<file path="config.mk">
export PLATFORM = sky130hd
export DESIGN_NAME = coreriscv_axi4_grant_serializer
export DESIGN_NICKNAME = d
export VERILOG_FILES = /design/src/rtl/coreriscv_axi4_grant_serializer.sv
export SDC_FILE = /design/constraint.sdc
export NUM_CORES = 1
export LEC_CHECK = 0
export CAP_MARGIN = 20
export CORE_MARGIN = 4
export CORE_UTILIZATION = 49
export DETAILED_ROUTE_END_ITERATION = 16
export PLACE_DENSITY = 0.9
export SLEW_MARGIN = 20
export SYNTH_ARGS = -nofsm -noshare
export SYNTH_HDL_FRONTEND = slang
export SYNTH_SLANG_ARGS = --single-unit
</file>
<file path="constraint.sdc">
create_clock -name clk -period 4.2 [get_ports clk]
set_input_delay 0.63 -clock clk [delete_from_list [all_inputs] [get_ports clk]]
set_output_delay 0.63 -clock clk [all_outputs]
set_load 0.05 [all_outputs]
</file>
<file path="src/rtl/coreriscv_axi4_grant_serializer.sv">
// Grant-channel serializer: splits one wide grant beat into RATIO narrow sub-beats,
// low slice first. RATIO=1 builds as a stateless flow-through.
module coreriscv_axi4_grant_serializer #(
    parameter int unsigned IN_DATA_W = 64,
    parameter int unsigned RATIO     = 4,
    parameter int unsigned BEAT_W    = 3,
    parameter int unsigned CNT_W     = 2,
    parameter int unsigned MGR_ID_W  = 2
) (
    input  logic                        clk,
    input  logic                        reset,
    output logic                        io_in_ready,
    input  logic                        io_in_valid,
    input  logic [BEAT_W-1:0]           io_in_bits_addr_beat,
    input  logic                        io_in_bits_client_xact_id,
    input  logic [MGR_ID_W-1:0]         io_in_bits_manager_xact_id,
    input  logic                        io_in_bits_is_builtin_type,
    input  logic [3:0]                  io_in_bits_g_type,
    input  logic                        io_in_bits_has_data,
    input  logic [IN_DATA_W-1:0]        io_in_bits_data,
    input  logic                        io_out_ready,
    output logic                        io_out_valid,
    output logic [BEAT_W+CNT_W-1:0]     io_out_bits_addr_beat,
    output logic                        io_out_bits_client_xact_id,
    output logic [MGR_ID_W-1:0]         io_out_bits_manager_xact_id,
    output logic                        io_out_bits_is_builtin_type,
    output logic [3:0]                  io_out_bits_g_type,
    output logic [IN_DATA_W/RATIO-1:0]  io_out_bits_data,
    output logic [CNT_W-1:0]            io_cnt,
    output logic                        io_done
);

    localparam int unsigned OutW = IN_DATA_W / RATIO;

    typedef enum logic [0:0] {StIdle, StBusy} state_e;

    if (RATIO == 1) begin : g_flow
        // No buffering: every field passes straight through.
        assign io_in_ready                 = io_out_ready;
        assign io_out_valid                = io_in_valid;
        assign io_out_bits_addr_beat       = {io_in_bits_addr_beat, {CNT_W{1'b0}}};
        assign io_out_bits_client_xact_id  = io_in_bits_client_xact_id;
        assign io_out_bits_manager_xact_id = io_in_bits_manager_xact_id;
        assign io_out_bits_is_builtin_type = io_in_bits_is_builtin_type;
        assign io_out_bits_g_type          = io_in_bits_g_type;
        assign io_out_bits_data            = io_in_bits_data;
        assign io_cnt                      = '0;
        assign io_done                     = 1'b1;
    end else begin : g_ser
        state_e                        state_q, state_d;
        logic [CNT_W-1:0]              cnt_q, cnt_d;
        logic [BEAT_W-1:0]             hold_addr_q;
        logic                          hold_cid_q;
        logic [MGR_ID_W-1:0]           hold_mid_q;
        logic                          hold_builtin_q;
        logic [3:0]                    hold_gtype_q;
        logic                          hold_has_data_q;
        logic [IN_DATA_W-1:0]          hold_data_q;

        logic                          busy;
        logic                          capture;
        logic [CNT_W-1:0]              last_cnt;
        logic [RATIO-1:0][OutW-1:0]    slices;

        assign busy     = (state_q == StBusy);
        // Non-data grants are a single ack beat.
        assign last_cnt = hold_has_data_q ? CNT_W'(RATIO - 1) : '0;
        assign io_done  = busy && io_out_ready && (cnt_q == last_cnt);
        // Accepting on the final sub-beat lets bursts run back to back.
        assign io_in_ready = !busy || io_done;
        assign capture     = io_in_valid && io_in_ready;

        assign slices                      = hold_data_q;
        assign io_out_valid                = busy;
        assign io_cnt                      = cnt_q;
        assign io_out_bits_addr_beat       = {hold_addr_q, cnt_q};
        assign io_out_bits_client_xact_id  = hold_cid_q;
        assign io_out_bits_manager_xact_id = hold_mid_q;
        assign io_out_bits_is_builtin_type = hold_builtin_q;
        assign io_out_bits_g_type          = hold_gtype_q;
        assign io_out_bits_data            = slices[cnt_q];

        // Next state: capture restarts the count, done retires, handshake advances.
        always_comb begin
            state_d = state_q;
            cnt_d   = cnt_q;
            if (capture) begin
                state_d = StBusy;
                cnt_d   = '0;
            end else if (io_done) begin
                state_d = StIdle;
                cnt_d   = '0;
            end else if (busy && io_out_ready) begin
                cnt_d = cnt_q + CNT_W'(1);
            end
        end

        // State, sub-beat counter and holding register.
        always_ff @(posedge clk or negedge reset) begin
            if (!reset) begin
                state_q         <= StIdle;
                cnt_q           <= '0;
                hold_addr_q     <= '0;
                hold_cid_q      <= 1'b0;
                hold_mid_q      <= '0;
                hold_builtin_q  <= 1'b0;
                hold_gtype_q    <= '0;
                hold_has_data_q <= 1'b0;
                hold_data_q     <= '0;
            end else begin
                state_q <= state_d;
                cnt_q   <= cnt_d;
                if (capture) begin
                    hold_addr_q     <= io_in_bits_addr_beat;
                    hold_cid_q      <= io_in_bits_client_xact_id;
                    hold_mid_q      <= io_in_bits_manager_xact_id;
                    hold_builtin_q  <= io_in_bits_is_builtin_type;
                    hold_gtype_q    <= io_in_bits_g_type;
                    hold_has_data_q <= io_in_bits_has_data;
                    hold_data_q     <= io_in_bits_data;
                end
            end
        end
    end

endmodule

</file>
# Word-level counts from Yosys, hierarchy flattened
# Index checks and enable logic that the tools add are counted.
op_classes:
  n_reduce_logical: 7
  mux: 8
  add_sub_neg: 1
  magnitude_cmp: 1
  eq_ne: 1
ops:
  columns: ["op", "n"]
  rows:
  - ["binary-select mux 16 bit (select 2 bit)", 1]
  - ["2-to-1 mux 16 bit", 1]
  - ["2-to-1 mux 2 bit", 4]
  - ["logical AND 1 bit", 3]
  - ["less-than comparator 2 x 3 -> 1 bit, second input constant", 1]
  - ["nonzero test 3 bit", 1]
  - ["adder 2 x 1 -> 2 bit, second input constant", 1]
  - ["equality test 2 bit", 1]
  - ["2-to-1 mux 1 bit", 2]
  - ["nonzero test 2 bit", 1]
  - ["zero test 1 bit", 1]
  - ["logical OR 1 bit", 1]
totals:
  output_inout_bits: 34
  regBits: 79
  elab_cells: 27
  input_bits: 80

# Logic depth before layout (Yosys ltp)
logic_depth:
  ltp_word: 6
  mapped_depth: 6
  ltp_nobuf: 3

# Worst setup path after synthesis
# Ideal clock, no wire load.
synth_timing:
  kind: "register to output"
  start: "reg g_ser.cnt_q[0], in the netlist io_cnt[0]"
  end: "out io_done"
  n_path_buf: 2
  path_stages_with_launch: 5
  arrival_time_ns: 2.203
  t_required_ns: 3.570
  slack_ns: 1.367
  path_cell_list: "dfrtp_1 buf_4 clkbuf_1 or3_1 a21oi_1"
synth_between:
  elab_chain_len: 2
synth_rtl:
  columns: ["item", "line_no", "text"]
  rows:
  - ["start: declaration", "51", "logic [CNT_W-1:0] cnt_q, cnt_d;"]
  - ["start signal: assignment", "112", "cnt_q <= cnt_d;"]
  - ["equality test 2 bit", "68", "assign io_done = busy && io_out_ready && (cnt_q == last_cnt);"]
  - ["logical AND 1 bit", "68", null]
  - ["end: declaration", "30", "output logic io_done"]
# No other way between the ends.

# Worst setup path in the final report
layout_timing:
  start: "reg g_ser.cnt_q[0], in the netlist io_cnt[0]"
  end: "out io_out_bits_data[5]"
layout_between:
  elab_chain_len: 2
layout_rtl:
  columns: ["item", "line_no", "text"]
  rows:
  - ["binary-select mux 16 bit (select 2 bit)", "81", "assign io_out_bits_data = slices[cnt_q];"]
  - ["2-to-1 mux 16 bit (not written as such)", "81", null]
  - ["end: declaration", "28", "output logic [IN_DATA_W/RATIO-1:0] io_out_bits_data,"]
# No other way between the ends. The select of a mux whose other input is x is not followed.

==> impl_metrics.env <==
export IMPL_run_status="finished clean"
export IMPL_r2r_start="io_cnt[1]"
export IMPL_start_util_pct=50.6
export IMPL_max_freq_ghz=0.292
export IMPL_place_inst=405
export IMPL_synthTopCellsByCount="dfrtp_1, mux2_1, mux2_2"
export IMPL_drc=0
export IMPL_cp_end_kind="output port"
export IMPL_h_tree_depth=3
export IMPL_yosysMostFrequentCell="dfrtp_1"
export IMPL_drt_iter0_markers=53
export IMPL_setup_slack_ps=780
export IMPL_ant_nets=0
export IMPL_core_um2=6830
export IMPL_relSlewSlack_pct=30.8
export IMPL_grt_pass1_wl_mm=11.7
export IMPL_ys_types=24
export IMPL_wl_mm=7.11
export IMPL_critical_path_class="reg2out"
export IMPL_rows=30
export IMPL_r2r_cells=4
export IMPL_yosysWarnings=0
export IMPL_antenna_found_initial=0
export IMPL_critPathLaunchType="flop"
export IMPL_pre_cts_slack_ps=853
export IMPL_syn_inst=208
export IMPL_worst_pin_slew_ps=1040
export IMPL_vias_per_cell=5.18
export IMPL_critPathMaxFanout=18
export IMPL_cts_tree="done"
export IMPL_grt_pass1_vias=2420
export IMPL_min_period_over_period_pct=81.4
export IMPL_portBuffers=113
export IMPL_cts_root_buf="clkbuf_8"
export IMPL_crit_arrival_ps=2790
export IMPL_syn_avg_cell_area_um2=16.6
export IMPL_syn2layout_area_growth_pct=38.6
export IMPL_grt_overflow=0
export IMPL_cts_made_buffers=9
export IMPL_power_total_mw=4.17
export IMPL_drive_gt1_share_pct=21.8
export IMPL_tns_ps=0
export IMPL_dp_hpwl_mm=4.99
export IMPL_die_y_um=92.0
export IMPL_finalNonFillerCells=421
export IMPL_hold_buffers=0
export IMPL_peakVddDrop_uv=501
export IMPL_synth_edf_count=0
export IMPL_setup_viol=0
export IMPL_ys_seq_area_share_pct=57.2
export IMPL_synth_largest_area_cell="dfrtp_1"
export IMPL_wire_per_inst_um=16.9
export IMPL_hold_viol_final=0
export IMPL_diodes=0
export IMPL_grtUsageTotal_pct=17.7
export IMPL_vias=2181
export IMPL_synth_async_reset_ratio_pct=100
export IMPL_post_cts_buffers=0
export IMPL_synth_top_area_share_pct=57.2
export IMPL_rr_endpoint="g_ser.hold_data_q[3]"
export IMPL_max_cap_violations=0
export IMPL_synth_top_flop_cell="dfrtp_1"
export IMPL_cts_path_max_buffers=2
export IMPL_dieArea_um2=8460
export IMPL_ff2ff_setup_slack_ps=1430
export IMPL_fin_skew_ps=10.6
export IMPL_hp_class="in2async"
export IMPL_timing_hold_ws_ps=422
export IMPL_rsz0062_at_grt="false"
export IMPL_place_gp_congestion=0.720
export IMPL_final_nets=400
export IMPL_period_needed_ps=3420
export IMPL_die_w_um=92.0
export IMPL_power_density_nw_per_um2=870
export IMPL_clk_pin_slew_worst_paths_ps=80
export IMPL_maxSlewViolCount=0
export IMPL_synth_seq_cells=79
export IMPL_clock_latency_ps=340
export IMPL_ctsResizeCount=0
export IMPL_io_pins=114
export IMPL_grt_max_degree=80
export IMPL_drtPass1Iterations=4
export IMPL_p_leak_nw=1.92
export IMPL_critPathRequiredTime_ps=3570
export IMPL_syn_num_nets=288
export IMPL_yosys_top_cells_area="dfrtp_1, mux2_1, mux2_2"
export IMPL_syn_area_um2=3460
export IMPL_clock_sinks=79
==> cells in the final DEF, fill, tap and decap left out, types with 2 or more instances in the layout <==
cell type / count
nor2_1: 2
nand3_1: 4
mux4_2: 16
clkbuf_1: 3
inv_1: 2
buf_4: 4
mux2_2: 36
a21oi_1: 2
o21ai_0: 3
dfrtp_1: 79
clkbuf_8: 10
clkdlybuf4s50_1: 112
mux2_1: 39
nand2_1: 2
==> registers in the layout (all words and copies together), names as in the netlist <==
signal                       count
io_out_bits_manager_xact_id      2
io_cnt                           2
io_out_bits_is_builtin_type      1
g_ser.hold_data_q               64
g_ser.hold_has_data_q            1
io_out_bits_g_type               4
io_out_valid                     1
g_ser.hold_addr_q                3
io_out_bits_client_xact_id       1
==> report_power, final <==
part | leakage (nW) | internal (mW) | switching (mW)
logic | 0.895 | 0.997 | 1.22
clock network | 0.0936 | 0.291 | 0.253
registers | 0.934 | 1.15 | 0.259
==> worst max path at each step <==
stage | end | cells after the start | start | slack, ps
6_report | io_out_bits_data[5] | 3 | io_cnt[0] | 780
5_1_grt | io_out_bits_data[1] | 3 | io_cnt[0] | 570
4_1_cts | io_out_bits_data[5] | 3 | io_cnt[0] | 710
3_5_place_dp | io_in_ready | 4 | io_out_ready | 850
3_3_place_gp | io_in_ready | 4 | io_out_ready | 910
2_1_floorplan | io_done | 4 | io_cnt[0] | 1370
==> cells by family (layout without fill, tap and decap cells) <==
kind of cell / count (synthesis) / in the layout / share of synthesized area (%)
buffers and inverters: 17 / 134 / 3.95
flip-flops: 79 / 79 / 57.2
AND/OR/NAND/NOR: 12 / 12 / 1.96
AO/OA/AOI/OAI: 9 / 9 / 2.03
multiplexers: 91 / 91 / 34.9
==> cell type report <==
cell class | count | area [µm²]
Fill cell | 482 | 2040
Timing Repair Buffer | 116 | 1150
Sequential cell | 79 | 1980
Clock inverter | 3 | 42.5
Clock buffer | 13 | 149
Tap cell | 96 | 120
Inverter | 2 | 7.51
Multi-Input combinational cell | 112 | 1340
==> worst max-delay path, stage by stage, from the launching register on <==
cell and delay (ps):
dfrtp_1 850, buf_4 370, mux4_2 520, clkdlybuf4s50_1 710
==> stage by stage <==
step           cell area [µm²]  util, %
3_3_place_gp              4600     67.3
5_1_grt                   4790     70.1
6_report                  4790     70.1
2_1_floorplan             3460        -
4_1_cts                   4790     70.1
3_5_place_dp              4600     67.3
==> layer usage <==
| metal | GRT usage, % | up-vias | wire [µm] | part of all wire (%) |
|---|---|---|---|---|
| met5 | 0 | - | 0 | 0 |
| met4 | 7.55 | 0 | 104 | 1.5 |
| met3 | 5.09 | 9 | 455 | 6.4 |
| met2 | 29.5 | 76 | 3600 | 51 |
| met1 | 21.7 | 1106 | 2950 | 41 |
| li1 | - | 990 | - | - |
Power figures use the tool's default switching activity.
